### src/rtl/fp_norm_pkg.sv
// ---------------------------------------------------------------------------
// fp_norm_pkg
// Shared types for the FP adder normalise/round pipeline.
//   rmode_e        : rounding mode encoding carried with each beat
//   fp_flags_t     : exception flags {overflow, underflow, inexact, zero}
//   s1_payload_t   : normalised beat held between the normalise and round
//                    stages (sized for the FP_EXP_W / FP_MAN_W widths below)
//   round_increment: decides whether the rounded mantissa gets +1 ulp
// ---------------------------------------------------------------------------
package fp_norm_pkg;

  localparam int FP_EXP_W = 8;
  localparam int FP_MAN_W = 23;

  typedef enum logic [1:0] {
    RNE = 2'd0,
    RTZ = 2'd1,
    RUP = 2'd2,
    RDN = 2'd3
  } rmode_e;

  typedef struct packed {
    logic overflow;
    logic underflow;
    logic inexact;
    logic zero;
  } fp_flags_t;

  // Exponent is kept two bits wider and signed so that a left shift past
  // zero or a post-round carry never wraps before the range checks.
  typedef struct packed {
    logic                       sign;
    logic signed [FP_EXP_W+1:0] exp;
    logic [FP_MAN_W:0]          mant;
    logic                       g;
    logic                       r;
    logic                       s;
    rmode_e                     rmode;
    logic                       zero;
  } s1_payload_t;

  function automatic logic round_increment(input rmode_e mode, input logic sign,
                                           input logic g, input logic r,
                                           input logic s, input logic lsb);
    logic lost;
    lost = g | r | s;
    case (mode)
      RNE:     return g & (r | s | lsb);
      RTZ:     return 1'b0;
      RUP:     return !sign & lost;
      RDN:     return sign & lost;
      default: return 1'b0;
    endcase
  endfunction

endpackage

### src/rtl/fp_lzc.sv
// ---------------------------------------------------------------------------
// fp_lzc
// Combinational leading-zero counter.
//   in_vec : N-bit input vector
//   count  : number of zeros above the most significant set bit;
//            returns N when the input is all zero
// ---------------------------------------------------------------------------
module fp_lzc #(
  parameter int N = 24
) (
  input  logic [N-1:0]           in_vec,
  output logic [$clog2(N+1)-1:0] count
);

  localparam int CW = $clog2(N+1);

  // Scan upward so the highest set bit is the last one to write count.
  always_comb begin
    count = CW'(N);
    for (int i = 0; i < N; i++) begin
      if (in_vec[i]) count = CW'(N - 1 - i);
    end
  end

endmodule

### src/rtl/fp_normalize_round_pipe.sv
// ---------------------------------------------------------------------------
// fp_normalize_round_pipe
// Two-stage normalise-and-round unit for the FP adder datapath.
// Stage 1 normalises the add result (right shift on carry, left shift by the
// leading-zero count otherwise) keeping G/R/S intact; stage 2 rounds,
// renormalises, handles overflow/underflow/zero and registers the result.
// Ports:
//   clk, reset_n                  : clock, asynchronous active-low reset
//   in_valid / in_ready           : input handshake
//   in_sign, in_exp, in_mant,
//   in_carry, in_guard, in_round,
//   in_sticky, in_rmode           : post-add beat and its rounding mode
//   out_valid / out_ready         : output handshake
//   out_sign, out_exp, out_mant   : packed rounded result (hidden bit dropped)
//   out_flags                     : {overflow, underflow, inexact, zero}
// The stage payload type is sized from fp_norm_pkg, so EXP_W/MAN_W must match
// the package widths.
// ---------------------------------------------------------------------------
module fp_normalize_round_pipe
  import fp_norm_pkg::*;
#(
  parameter int EXP_W = FP_EXP_W,
  parameter int MAN_W = FP_MAN_W
) (
  input  logic             clk,
  input  logic             reset_n,
  input  logic             in_valid,
  output logic             in_ready,
  input  logic             in_sign,
  input  logic [EXP_W-1:0] in_exp,
  input  logic [MAN_W:0]   in_mant,
  input  logic             in_carry,
  input  logic             in_guard,
  input  logic             in_round,
  input  logic             in_sticky,
  input  logic [1:0]       in_rmode,
  output logic             out_valid,
  input  logic             out_ready,
  output logic             out_sign,
  output logic [EXP_W-1:0] out_exp,
  output logic [MAN_W-1:0] out_mant,
  output logic [3:0]       out_flags
);

  localparam int EW2 = EXP_W + 2;
  localparam int MW  = MAN_W + 1;
  localparam int SW  = MAN_W + 3;
  localparam int MSW = MAN_W + 2;
  localparam int LZW = $clog2(MW + 1);

  localparam logic signed [EW2-1:0] EXP_OVF = EW2'((2 ** EXP_W) - 1);
  localparam logic signed [EW2-1:0] EXP_MIN = EW2'(1);

  logic              s1_valid_q, s1_valid_d;
  logic              s2_valid_q, s2_valid_d;
  s1_payload_t       s1_q, s1_d;
  s1_payload_t       norm;
  logic              out_sign_q, out_sign_d;
  logic [EXP_W-1:0]  out_exp_q, out_exp_d;
  logic [MAN_W-1:0]  out_mant_q, out_mant_d;
  fp_flags_t         out_flags_q, out_flags_d;

  logic              s2_load, s1_adv, accept;
  logic [LZW-1:0]    lz_count;
  logic [SW-1:0]     shift_vec;

  logic              inc, grs, ovf, unf, to_inf;
  logic [MSW-1:0]    mant_sum;
  logic [MAN_W:0]    mant_rnd;
  logic signed [EW2-1:0] exp_rnd;
  logic              res_sign;
  logic [EXP_W-1:0]  res_exp;
  logic [MAN_W-1:0]  res_mant;
  fp_flags_t         res_flags;

  fp_lzc #(.N(MW)) u_lzc (
    .in_vec (in_mant),
    .count  (lz_count)
  );

  // Handshake: a stage loads when empty or when its content moves on.
  always_comb begin
    s2_load    = !s2_valid_q | out_ready;
    s1_adv     = s1_valid_q & s2_load;
    in_ready   = !s1_valid_q | s1_adv;
    accept     = in_valid & in_ready;
    s1_valid_d = in_ready ? in_valid : s1_valid_q;
    s2_valid_d = s2_load ? s1_valid_q : s2_valid_q;
  end

  // Normalise. On the left-shift path guard and round ride along below the
  // mantissa so they land in the fraction; an all-zero mantissa shifts by
  // the full width and promotes guard/round into the top bits.
  always_comb begin
    shift_vec  = {in_mant, in_guard, in_round} << lz_count;
    norm.sign  = in_sign;
    norm.rmode = rmode_e'(in_rmode);
    norm.zero  = !in_carry && (in_mant == '0) && !in_guard && !in_round && !in_sticky;
    if (in_carry) begin
      norm.mant = {1'b1, in_mant[MAN_W:1]};
      norm.g    = in_mant[0];
      norm.r    = in_guard;
      norm.s    = in_round | in_sticky;
      norm.exp  = {2'b00, in_exp} + EW2'(1);
    end else begin
      norm.mant = shift_vec[SW-1:2];
      norm.g    = shift_vec[1];
      norm.r    = shift_vec[0];
      norm.s    = in_sticky;
      norm.exp  = {2'b00, in_exp} - EW2'(lz_count);
    end
    s1_d = accept ? norm : s1_q;
  end

  // Round, then fold a carry out of the mantissa back into the exponent.
  always_comb begin
    grs      = s1_q.g | s1_q.r | s1_q.s;
    inc      = round_increment(s1_q.rmode, s1_q.sign, s1_q.g, s1_q.r, s1_q.s, s1_q.mant[0]);
    mant_sum = {1'b0, s1_q.mant} + MSW'(inc);
    if (mant_sum[MSW-1]) begin
      mant_rnd = {1'b1, {MAN_W{1'b0}}};
      exp_rnd  = s1_q.exp + EW2'(1);
    end else begin
      mant_rnd = mant_sum[MAN_W:0];
      exp_rnd  = s1_q.exp;
    end
    ovf    = exp_rnd >= EXP_OVF;
    unf    = exp_rnd < EXP_MIN;
    to_inf = (s1_q.rmode == RNE) || (s1_q.rmode == RUP && !s1_q.sign) ||
             (s1_q.rmode == RDN && s1_q.sign);
  end

  // Exception selection: exact zero wins, then overflow, then underflow.
  always_comb begin
    res_sign          = s1_q.sign;
    res_exp           = exp_rnd[EXP_W-1:0];
    res_mant          = mant_rnd[MAN_W-1:0];
    res_flags         = '0;
    res_flags.inexact = grs;
    if (s1_q.zero) begin
      res_exp        = '0;
      res_mant       = '0;
      res_flags      = '0;
      res_flags.zero = 1'b1;
    end else if (ovf) begin
      res_flags.overflow = 1'b1;
      res_flags.inexact  = 1'b1;
      if (to_inf) begin
        res_exp  = '1;
        res_mant = '0;
      end else begin
        res_exp  = {{(EXP_W-1){1'b1}}, 1'b0};
        res_mant = '1;
      end
    end else if (unf) begin
      res_exp             = '0;
      res_mant            = '0;
      res_flags.underflow = 1'b1;
      res_flags.inexact   = 1'b1;
    end
  end

  always_comb begin
    out_sign_d  = out_sign_q;
    out_exp_d   = out_exp_q;
    out_mant_d  = out_mant_q;
    out_flags_d = out_flags_q;
    if (s1_adv) begin
      out_sign_d  = res_sign;
      out_exp_d   = res_exp;
      out_mant_d  = res_mant;
      out_flags_d = res_flags;
    end
  end

  always_ff @(posedge clk or negedge reset_n) begin
    if (!reset_n) begin
      s1_valid_q  <= 1'b0;
      s2_valid_q  <= 1'b0;
      s1_q        <= '0;
      out_sign_q  <= 1'b0;
      out_exp_q   <= '0;
      out_mant_q  <= '0;
      out_flags_q <= '0;
    end else begin
      s1_valid_q  <= s1_valid_d;
      s2_valid_q  <= s2_valid_d;
      s1_q        <= s1_d;
      out_sign_q  <= out_sign_d;
      out_exp_q   <= out_exp_d;
      out_mant_q  <= out_mant_d;
      out_flags_q <= out_flags_d;
    end
  end

  assign out_valid = s2_valid_q;
  assign out_sign  = out_sign_q;
  assign out_exp   = out_exp_q;
  assign out_mant  = out_mant_q;
  assign out_flags = out_flags_q;

endmodule

### config.mk
export PLATFORM = sky130hd
export DESIGN_NAME = fp_normalize_round_pipe
export DESIGN_NICKNAME = d
export VERILOG_FILES = /design/src/rtl/fp_norm_pkg.sv /design/src/rtl/fp_lzc.sv /design/src/rtl/fp_normalize_round_pipe.sv
export SDC_FILE = /design/constraint.sdc
export NUM_CORES = 1
export LEC_CHECK = 0
export CAP_MARGIN = 20
export CELL_PAD_IN_SITES_DETAIL_PLACEMENT = 1
export CELL_PAD_IN_SITES_GLOBAL_PLACEMENT = 1
export CORE_MARGIN = 2
export CORE_UTILIZATION = 35
export DETAILED_ROUTE_END_ITERATION = 16
export GPL_ROUTABILITY_DRIVEN = 0
export PLACE_DENSITY_LB_ADDON = 0.08
export SLEW_MARGIN = 20
export SYNTH_ARGS = -nofsm -noshare
export SYNTH_HDL_FRONTEND = slang
export SYNTH_SLANG_ARGS = --single-unit
### constraint.sdc
create_clock -name clk -period 4.35 [get_ports clk]
set_clock_uncertainty 0.2 [all_clocks]
set_input_delay 0.87 -clock clk [delete_from_list [all_inputs] [get_ports clk]]
set_output_delay 0.87 -clock clk [all_outputs]
set_load 0.005 [all_outputs]
Yosys cells after proc, flatten, opt, wreduce, memory -nomap -nowiden
Index checks and enable logic that the tools add are counted.

cells by class
  $add $sub $neg = 4
  multiply operators = 0
  div/mod/pow operators = 0
  magnitude comparators = 2
  eq/ne operators = 3
  shifts and indexed selects = 1
  mux-type cells = 42
  bitwise operators = 12
  reductions and logical operators = 17

operators with widths
  operator                                               number
  two-way mux 23 bit                                     5
  two-way mux 5 bit                                      16
  two-way mux 37 bit                                     1
  two-way mux 4 bit                                      8
  left shift 26 x 5 -> 26 bit                            1
  adder 24 x 1 -> 25 bit                                 1
  logical NOT 24 bit                                     1
  two-way mux 8 bit                                      3
  adder 10 x 2 -> 10 bit (second input constant)         1
  >= comparator 10 x 9 -> 1 bit (second input constant)  1
  < comparator 10 x 2 -> 1 bit (second input constant)   1
  two-way mux 10 bit                                     1
  adder 8 x 1 -> 9 bit (second input constant)           1
  subtractor 8 x 5 -> 9 bit                              1
  logical NOT 1 bit                                      7
  OR 1 bit                                               7
  logical AND 1 bit                                      6
  bitwise AND 1 bit                                      5
  two-way mux 1 bit                                      5
  == test 2 bit (second input constant)                  2
  case mux 1 bit (4 select lines)                        1
  two-way mux 3 bit                                      1
  == test 2 x 1 -> 1 bit (second input constant)         1
  logical NOT 2 bit                                      1
  2 further kinds                                        3

word-level totals
  register bits after elaboration = 79
  bits in latches = 0
  bits in writable memories = 0
  bits in read-only memories = 0
  memories kept = 0

Logic depth before layout (Yosys ltp)
Gate-level depths: netlist of the first run.

  word-level depth = 26
  gate-level depth with buffers = 18
  depth with buffers taken out = 15

Hierarchy
Synthesis of the first run repeated with hierarchy kept, for this count alone.

unflattened totals
  cells, all modules = 701
  area total of the unflattened synthesis = 6067.1 sq um

by module, submodules not included
  module                   times used  cells each  area an instance (sq um)
  fp_normalize_round_pipe  1           653         5801.8
  fp_lzc                   1           48          265.3

Worst setup path after synthesis of the first run
OpenSTA, ideal clock, no wires.

  kind = input to register
  start point = input in_mant[1]
  end point = register s1_q[36] (netlist name)
  arrival time = 3.675 ns
  required time = 4.067 ns
  slack = 0.392 ns
  stages = 15
  path buffers = 3
  path through = nor4_1 -> nand2b_1 -> a21boi_0 -> o21a_1 -> clkbuf_1 -> inv_1 -> buf_1 -> clkbuf_1 -> ha_1 -> a21o_1 -> a21oi_1 -> o21ai_0 -> o21a_1 -> xor2_1 -> o21ai_0

between the ends
  word-level cells in the longest chain between the ends = 25

RTL lines
  item                              line                            source
  start, declared                   fp_normalize_round_pipe.sv:31   input logic [MAN_W:0] in_mant,
  two-way mux 4 bit (7 in series)   fp_lzc.sv:21                    if (in_vec[i]) count = CW'(N - 1 - i);
  two-way mux 5 bit (16 in series)  fp_lzc.sv:21
  subtractor 8 x 5 -> 9 bit         fp_normalize_round_pipe.sv:110  norm.exp = {2'b00, in_exp} - EW2'(lz_count);
  two-way mux 37 bit                fp_normalize_round_pipe.sv:99   if (in_carry) begin
  end signal, assigned              fp_normalize_round_pipe.sv:180  s1_q <= '0;
  end signal, assigned              fp_normalize_round_pipe.sv:188  s1_q <= s1_d;
  end, declared                     fp_normalize_round_pipe.sv:56   s1_payload_t s1_q, s1_d;

No other way between the ends.
A chain may end at the register's enable or synchronous reset.

Worst setup path after layout of the first run
  start point = register s1_q[1] (netlist name)
  end point = register out_mant_q[3] (netlist: out_mant[3])

between the ends
  word-level cells in the longest chain between the ends = 8
  elaborated cells on any way between the ends = 18
  classes of those cells = 1 x add/sub; 2 x order compare; 3 x eq/ne; 7 x mux; 5 x reduce/logical

RTL lines
  item                                   line                                               source
  == test 2 bit (tied with other cells)  fp_norm_pkg.sv:47, fp_normalize_round_pipe.sv:130
  case mux 1 bit (4 select lines)        fp_norm_pkg.sv:47                                  case (mode)
  adder 24 x 1 -> 25 bit                 fp_normalize_round_pipe.sv:119                     mant_sum = {1'b0, s1_q.mant} + MSW'(inc);
  two-way mux 10 bit                     fp_normalize_round_pipe.sv:120                     if (mant_sum[MSW-1]) begin
  < comparator 10 x 2 -> 1 bit           fp_normalize_round_pipe.sv:128                     unf = exp_rnd < EXP_MIN;
  two-way mux 23 bit                     fp_normalize_round_pipe.sv:155                     end else if (unf) begin
  two-way mux 23 bit (*)                 fp_normalize_round_pipe.sv:145                     end else if (ovf) begin
  two-way mux 23 bit (*)                 fp_normalize_round_pipe.sv:140                     if (s1_q.zero) begin
  end signal, assigned                   fp_normalize_round_pipe.sv:191                     out_mant_q <= out_mant_d;
  end, declared                          fp_normalize_round_pipe.sv:60                      logic [MAN_W-1:0] out_mant_q, out_mant_d;

Every way passes the cells marked *; elsewhere a longest branch is shown, timed or not.

==> summary.txt, run 1 <==
Place
  – Placement Setup Slack: -88.27 ps
  – Placed Area: about 7000 um2
  – Post-DP HPWL: 15.34 mm
  – IO buf count: 80

Clock tree
  – Clock Sinks: ~80
  – Max Root-Sink Buffers: 2
  – H-Tree Level Count: 3
  – Clock Pin Slew Worst Setup and Hold Paths: ~60 ps
  – Cts hold-fix bufs: 0
  – Num CTS Buffers: 9
  – Root buffer cell: clkbuf_16
  – Clock latency on the worst-skew pair: between 300 and 400 ps
  – TritonCTS clock tree: done

Global route
  – Grt total ovfl: 0
  – Vias in the first global route: about 6000
  – First-pass GRT wire length: between 30 and 40 mm
  – Largest net degree at the start of global routing: 80
  – Initial antenna violation count: 0
  – GRT Util Overall: 23.03%

Floorplan
  – # rows: between 40 and 50
  – Initial core utilization: roughly a third
  – Core Region: approximately 16000 um2
  – Num ports: 81
  – Die W: between 100 and 150 um
  – Die Area: 17600 um2
  – Die height: between 100 and 150 um

Logic synthesis
  – Dominant synthesized flop cell: dfrtp_1
  – Cell Area, Synth: ~5800 um2
  – Number of synthesized register bits: 79
  – Syn Inst Count: 677
  – Area share of the largest cell type after synthesis: 34.12%
  – Ranking of synthesized cells by area: dfrtp_1, mux2i_1, nand2_1, nor2_1, a221o_1
  – Async S/R FF share, synth: 100.0%
  – Ys Warns: 0
  – Leading area contributor after synthesis: dfrtp_1
  – Number of flops mapped to enable cells by yosys: 0
  – Synth Net Count: roughly 730
  – Register area share after synthesis: between 30 and 40%
  – Synth Area per Inst: between 8 and 9 um2
  – Distinct cell type count after synthesis: slightly below 70

Critical path
  – Max FO, Critical Path: 12
  – Startpoint types: flip-flop
  – CP Class: reg2reg
  – WP data arrival: between 4000 and 5000 ps
  – Worst Path Required: between 4000 and 5000 ps
  – CP endpoint kind: flip-flop
  – Reg2Reg Setup Slack: ~230 ps

STA
  – Final Cycle Share: 94.79%
  – Fmax achieved: ~0.24 GHz
  – Worst slew margin: between 40% and 50%
  – Slew Viols, Final: 0
  – Setup_tns: 0 ps
  – Tightest Pin Transition: 827.2 ps
  – Final Setup Violations: 0
  – Worst Setup Slack, final: 226.5 ps
  – Min cycle time layout: 4123 ps
  – Final hold vios: 0

Layout
  – Fill cell count: approximately 1900
  – Final Instance Area: 7375 um2
  – Area Growth Syn to Fin: 27.27%
  – Nets: roughly 820
  – Antenna diodes: 0
  – Share of cells above drive strength 1: ~11%

Drt
  – Wire per inst: between 20 and 25 um
  – DR DRC count: 0
  – Initial DRC Count: between 400 and 500
  – Post-Route WL: ~20 mm
  – Detail Route Antenna Nets: 0
  – Vias per inst: slightly below 6
  – Vias: about 5800
  – Pre-antenna DRT Iters: 5

Run status
  – Status: finished clean

Pwr
  – Overall Power: 2.665 mW
  – IR drop worst, VDD: roughly 0.00014 V
  – Power Dens Cells: around 360 nW/um2
  – Cell internal pwr: about 1.8 mW
  – Clock network fraction of design power: a little under a third
  – Switching fraction of total power: around a third
  – Seq pwr share: 38.2%
  – Net switching power: 0.8401 mW
  – Pleak: ~3.1 nW
  – Combinational share of power: a little over 30%

Hold path
  – Hold Crit Class: reg2reg

Run
  – MaxCap Viol Count: 0
synth_stat cells, drive strengths merged, types with 16 or more instances:
| master | count |
|---|---|
| clkbuf | 29 |
| and3 | 16 |
| mux2i | 37 |
| nand3 | 31 |
| a221o | 24 |
| nor3 | 16 |
| dfrtp | 79 |
| o21ai | 40 |
| nor2 | 67 |
| a21oi | 40 |
| xnor2 | 27 |
| nand2 | 69 |
| inv | 18 |
registers in the layout (all words and copies together), names as in the netlist:
signal,flops
out_mant,23
s1_q,40
res_sign,1
out_valid,1
out_flags,4
out_exp,8
s1_valid_q,1
out_sign,1
worst max-delay path: stages, from the launching register on:
cell	delay (ps)
dfrtp_1	410
and2_1	170
ha_1	270
nor2_1	100
nand2_1	60
o41ai_1	80
ha_2	260
ha_2	240
nand4_4	160
or4_4	600
nor3_2	200
xor2_1	130
nand2b_1	310
nor4_4	650
a221o_1	210
cell usage in the layout (no fill, tap or decap), types with 15 or more instances in the layout:
cell	count
mux2i_1	37
nand3_1	31
and3_1	15
dfrtp_1	79
buf_4	41
a21oi_1	40
inv_1	16
xnor2_1	27
nor2_1	67
a221o_1	24
clkdlybuf4s50_1	79
o21ai_0	34
nand2_1	68
final cells by class:
class	instances	area (um2)	share of cell area (%)
Tap cell	220	275.3	3.733
Timing Repair Buffer	122	1130	15.32
Clock inverter	6	92.59	1.256
Multi-Input combinational cell	539	3593	48.73
Clock buffer	10	239.0	3.241
Sequential cell	79	1977	26.81
Inverter	18	67.56	0.9162
routing by layer:
layer  vias up  global-route usage [%]  share of wire [%]
met2       174                   37.16                 45
met4         0                   7.109                2.3
met3        31                   2.644                4.5
li1       2703                       -                  -
met5         -                       0                  0
met1      2847                   32.43                 48
through the flow:
stage	std cells	hold WS (ps)	utilization, %
after floorplan	677	257.2	-
after detailed placement	971	269.2	42.46
final	994	278.9	44.95
after global routing	994	318.5	44.95
after global placement	971	260.4	42.46
after CTS	990	284.4	44.71
timing repair:
item                       CTS  global route
cloned                       1             0
pin swaps                    0             2
setup endpoints to repair   23            24
buffers inserted             2             4
gates resized for setup      2             2
cell families after synthesis:
family,synth area share (%)
AO/OA/AOI/OAI,22.76
XOR/XNOR,6.046
adder cells (fa/ha/maj),2.505
buffers and inverters,4.383
flip-flops,34.12
multiplexers,7.947
AND/OR/NAND/NOR,22.24
worst paths after layout:
| check | start | endpoint | cells past startpoint |
|---|---|---|---|
| setup / recovery | s1_q[1] | out_mant[3] | 14 |
| hold / removal | out_exp[1] | out_exp[1] | 1 |
| setup reg to reg | s1_q[1] | out_mant[3] | 14 |
| hold reg to reg | out_exp[1] | out_exp[1] | 1 |
| max in group asynchronous | reset_n | s1_q[10] | 1 |
| min in group asynchronous | reset_n | out_flags[3] | 1 |
power by group through the flow:
| stage | registers, mW | clock network [mW] | logic, mW |
|---|---|---|---|
| 3_3_place_gp | 1.02 | 0 | 0.783 |
| 2_1_floorplan | 0.988 | 0 | 0.430 |
| 4_1_cts | 1.02 | 0.846 | 0.815 |
| 5_1_grt | 1.04 | 0.876 | 0.894 |
| 6_report | 1.02 | 0.828 | 0.819 |
| 3_5_place_dp | 1.03 | 0 | 0.801 |
Note: power is estimated with default switching activity, not from simulation.
==> run 2, diff against run 1 <==
--- a/config.mk
+++ b/config.mk
@@ -13,7 +13,6 @@
 export DETAILED_ROUTE_END_ITERATION = 16
 export GPL_ROUTABILITY_DRIVEN = 0
 export PLACE_DENSITY_LB_ADDON = 0.08
-export SLEW_MARGIN = 20
 export SYNTH_ARGS = -nofsm -noshare
 export SYNTH_HDL_FRONTEND = slang
 export SYNTH_SLANG_ARGS = --single-unit
==> summary.txt, run 2 (synthesis results as in run 1) <==
Clock tree
  – Num CTS Buffers: 9
  – Clock Pin Slew Worst Setup and Hold Paths: roughly 60 ps
  – TritonCTS clock tree: done
  – H-Tree Level Count: 3
  – Clock Sinks: 79
  – Max Root-Sink Buffers: 2
  – Root buffer cell: clkbuf_16
  – Clock latency on the worst-skew pair: approximately 340 ps

STA
  – Hold_ws: roughly 150 ps
  – Slew Viols, Final: 0
  – Min cycle time layout: 4124 ps
  – Final hold vios: 0
  – Tightest Pin Transition: approximately 820 ps
  – Setup_tns: 0 ps
  – Fmax achieved: around 0.24 GHz
  – Final Cycle Share: 94.80%
  – Worst slew margin: between 40% and 50%
  – Final Setup Violations: 0

Critical path
  – WP data arrival: 4140 ps
  – Crit Reg-Reg Endpoint: out_mant[22]
  – Worst r2r path cells: 15
  – Reg2Reg Setup Slack: between 200 and 250 ps
  – Worst Path Required: 4370 ps
  – CP endpoint kind: flip-flop
  – Max FO, Critical Path: 9
  – CP Class: reg2reg
  – Startpoint types: flip-flop
  – Worst reg2reg startpoint: s1_q[1]

Drt
  – Post-Route WL: just over 20 mm
  – Initial DRC Count: 446
  – Vias per inst: between 5 and 6
  – Detail Route Antenna Nets: 0
  – Vias: roughly 5800
  – Wire per inst: around 20 um
  – Pre-antenna DRT Iters: 5
  – DR DRC count: 0

Pwr
  – Overall Power: 2.669 mW
  – Pleak: between 3 and 4 nW
  – IR drop worst, VDD: 0.0001417 V
  – Power Dens Cells: 360.8 nW/um2

Hold path
  – Hold Crit Class: in2async

Floorplan
  – Core Region: between 15000 and 20000 um2
  – Num ports: slightly above 80
  – Die Area: about 18000 um2
  – Die W: around 130 um
  – # rows: 47
  – Initial core utilization: a little over a third
  – Die height: 132.7 um

Place
  – DP Cell Count: 971
  – Placed Area: about 7000 um2
  – Post-DP HPWL: ~15 mm
  – IO buf count: 80

Run status
  – Status: finished clean

Global route
  – First-pass GRT wire length: 32.27 mm
  – Initial antenna violation count: 0
  – Largest net degree at the start of global routing: 80
  – Grt total ovfl: 0
  – GRT Util Overall: between 20% and 30%
  – Vias in the first global route: 5861

Layout
  – Max reg flops: 40
  – Most flop-heavy register: s1_q
  – Final Instance Area: about 7400 um2
  – Area Growth Syn to Fin: 27.68%
  – Non-filler cells, final: between 900 and 1000
  – Share of cells above drive strength 1: 11.35%
  – Most frequent cells in the layout: clkdlybuf4s50_1, dfrtp_1, nand2_1, nor2_1, buf_4
  – Nets: between 800 and 900
  – Antenna diodes: 0

Run
  – MaxCap Viol Count: 0
==> run 2: cell count changes in the layout (fill, tap and decap cells not counted) <==
cell	delta
buf_6	-1
buf_4	+1
buf_16	+1
==> run 2: metal layers <==
metal / global-route usage, % / wire [um] / vias to the layer above
met2: 37.16 / 9284 / 192
met4: 7.109 / 460 / 0
met1: 32.43 / 9737 / 2847
met3: 2.644 / 779 / 28
met5: 0 / 0 / -
li1: - / - / 2696
==> run 2: worst max-delay path: stages, from the launching register on <==
cell	delay [ps]
dfrtp_1	410
and2_1	170
ha_1	270
nor2_1	100
nand2_1	60
o41ai_1	80
ha_2	260
ha_2	240
nand4_4	160
or4_4	600
or3_1	400
nand3_1	130
o211ai_1	170
and4b_4	260
buf_4	170
a221o_1	330
==> run 2: repair_timing <==
action / 4_1_cts / 5_1_grt
setup endpoints to repair: 23 / 24
pin swaps: 0 / 2
cloned: 1 / 0
setup buffers: 2 / 4
hold buffers: 0 / 0
gates resized for setup: 2 / 2
==> run 2: layout make-up <==
type	instances	area [um2]
tap	220	275.3
multi-input combinational	539	3593
clock inverter	6	92.59
timing repair buffer	123	1154
clock buffer	10	239.0
inverter	18	67.56
fill	1916	9009
sequential	79	1977
==> run 2: power breakdown <==
part | internal (mW) | switching [mW] | total, mW
Combinational | 0.432 | 0.391 | 0.822
Sequential | 0.874 | 0.144 | 1.02
Clock | 0.521 | 0.308 | 0.830
Total | 1.83 | 0.843 | 2.67
==> run 2: worst max-delay path by stage <==
stage | start | endpoint | slack, ps | depth (start not counted)
after floorplan | in_mant[1] | s1_q[36] | 390 | 15
after global placement | in_mant[4] | s1_q[38] | 40 | 15
after detailed placement | s1_q[1] | out_mant[22] | -90 | 14
after CTS | s1_q[1] | out_mant[7] | 60 | 16
after global routing | s1_q[1] | out_mant[22] | -5 | 15
final | s1_q[1] | out_mant[22] | 230 | 15
==> run 2: metrics by stage <==
step	setup slack (ps)	utilization [%]
after floorplan	392.0	-
after global placement	42.66	42.46
after detailed placement	-88.27	42.46
after CTS	64.20	44.71
after global routing	-5.036	45.09
final	226.1	45.09
==> run 3, diff against run 2 <==
--- a/config.mk
+++ b/config.mk
@@ -12,7 +12,7 @@
 export CORE_UTILIZATION = 35
 export DETAILED_ROUTE_END_ITERATION = 16
 export GPL_ROUTABILITY_DRIVEN = 0
-export PLACE_DENSITY_LB_ADDON = 0.08
+export PLACE_DENSITY = 0.75
 export SYNTH_ARGS = -nofsm -noshare
 export SYNTH_HDL_FRONTEND = slang
 export SYNTH_SLANG_ARGS = --single-unit
==> summary.txt, run 3 (synthesis results as in run 1) <==
Run status
  – Status: finished clean

Pwr
  – Clock network fraction of design power: a little under 30%
  – Power Dens Cells: approximately 350 nW/um2
  – IR drop worst, VDD: 0.0001394 V
  – Seq pwr share: between 30% and 40%
  – Net switching power: 0.8280 mW
  – Cell internal pwr: about 1.8 mW
  – Pleak: a little over 3 nW
  – Switching fraction of total power: 31.75%
  – Combinational share of power: around a third

Floorplan
  – # rows: 47
  – Core Region: ~16000 um2
  – Die height: about 130 um
  – Initial core utilization: between 30% and 40%
  – Die Area: roughly 18000 um2
  – Num ports: between 80 and 90
  – Die W: 132.7 um

Layout
  – Most flop-heavy register: s1_q
  – Most frequent cells in the layout: clkdlybuf4s50_1, dfrtp_1, nand2_1, nor2_1, a21oi_1
  – Non-filler cells, final: approximately 990
  – Max reg flops: 40
  – Antenna diodes: 0
  – Area Growth Syn to Fin: 27.34%
  – Share of cells above drive strength 1: between 10 and 15%
  – Fill cell count: ~1900
  – Final Util: 44.97%
  – Nets: 823

Drt
  – Detail Route Antenna Nets: 0
  – Wire per inst: approximately 20 um
  – DR DRC count: 0
  – Initial DRC Count: approximately 500
  – Post-Route WL: between 20 and 25 mm
  – Pre-antenna DRT Iters: 5
  – Vias per inst: a little under 6
  – Vias: roughly 5800

Critical path
  – CP Cell Sequence: and2_1, ha_1, nor2_1, nand2_1, o41ai_1, ha_1, ha_2, nand4_4, or4_4, or3_1, nand3_1, o211ai_1, and4b_4, o21a_4, a221o_1
  – Worst Path Required: around 4400 ps
  – Startpoint types: flip-flop
  – Slowest cell delay on critical path: roughly 600 ps
  – Worst path slowest cell: or4_4
  – CP endpoint kind: flip-flop
  – CP Class: reg2reg
  – Most used cell, CP: ha_1
  – WP data arrival: 4140 ps
  – Max FO, Critical Path: 11

Global route
  – First-pass GRT wire length: ~33 mm
  – Initial antenna violation count: 0
  – Grt total ovfl: 0
  – Largest net degree at the start of global routing: 80
  – GRT Util Overall: around 23%
  – Vias in the first global route: around 6000

Place
  – DP Cell Count: a little under 1000
  – IO buf count: 80
  – Post-DP HPWL: about 15 mm
  – Placement Setup Slack: -67.62 ps

STA
  – Min cycle time layout: ~4000 ps
  – Setup_tns: 0 ps
  – Final Setup Violations: 0
  – Final Cycle Share: about 95%
  – Worst Setup Slack, final: between 200 and 250 ps
  – Tightest Pin Transition: approximately 840 ps
  – Slew Viols, Final: 0
  – Fmax achieved: between 0.2 and 0.25 GHz
  – Worst slew margin: between 40% and 50%
  – Final hold vios: 0

Clock tree
  – H-Tree Level Count: 3
  – TritonCTS clock tree: done
  – Max Root-Sink Buffers: 2
  – Num CTS Buffers: 9
  – Clock latency on the worst-skew pair: 330 ps
  – Root buffer cell: clkbuf_16
  – Clock Sinks: a little under 80
  – Clock Pin Slew Worst Setup and Hold Paths: roughly 60 ps
  – Cts hold-fix bufs: 0

Hold path
  – Hold Crit Class: in2async

Run
  – MaxCap Viol Count: 0
[run 3: final timing paths]
kind / depth (start not counted) / slack (ps) / endpoint / startpoint
max: 15 / 230 / out_mant[21] / s1_q[2]
min: 1 / 270 / s1_q[36] / reset_n
max reg2reg: 15 / 230 / out_mant[21] / s1_q[2]
min reg2reg: 1 / 270 / out_exp[2] / out_exp[2]
max in group asynchronous: 2 / 3100 / out_mant[18] / reset_n
min in group clk: 1 / 270 / out_exp[2] / out_exp[2]
[run 3: area by class of cell]
| type | count | area (um2) | area share (%) |
|---|---|---|---|
| tap | 220 | 275.3 | 3.731 |
| multi-input combinational | 539 | 3593 | 48.70 |
| inverter | 18 | 67.56 | 0.9157 |
| timing repair buffer | 122 | 1156 | 15.67 |
| clock inverter | 5 | 56.30 | 0.7631 |
| clock buffer | 11 | 252.7 | 3.425 |
| sequential | 79 | 1977 | 26.79 |
[run 3: what timing repair did]
item	4_1_cts	5_1_grt
buffers inserted	0	8
resized for setup	1	3
cloned	1	0
endpoints found under the hold margin	0	0
pin swaps	0	2
endpoints found under the setup margin	3	21
[run 3: metrics by stage]
step	power [mW]	hold WS, ps	area (um2)
2_1_floorplan	1.418	257.2	5794
3_3_place_gp	1.788	261.0	6934
3_5_place_dp	1.829	264.7	6934
4_1_cts	2.604	277.1	7257
5_1_grt	2.744	301.5	7378
6_report	2.608	269.2	7378
[run 3: power groups by stage]
stage	sequential [mW]	clock [mW]	combinational (mW)
4_1_cts	1.02	0.779	0.805
5_1_grt	1.04	0.802	0.899
2_1_floorplan	0.988	0	0.430
6_report	1.02	0.762	0.824
3_3_place_gp	1.02	0	0.767
3_5_place_dp	1.03	0	0.796
[run 3: metal layers]
metal | GRT usage (%) | part of all wire (%)
met1 | 30.74 | 44
met2 | 37.71 | 47
met3 | 3.563 | 5.8
met4 | 7.407 | 2.7
met5 | 0 | 0
[run 3: worst max-delay path, delay by kind of cell (launching register included)]
family          cells  cell delay, ps
compound gates      4             760
fa+ha+maj           3             750
flops               1             420
simple gates        8            1870
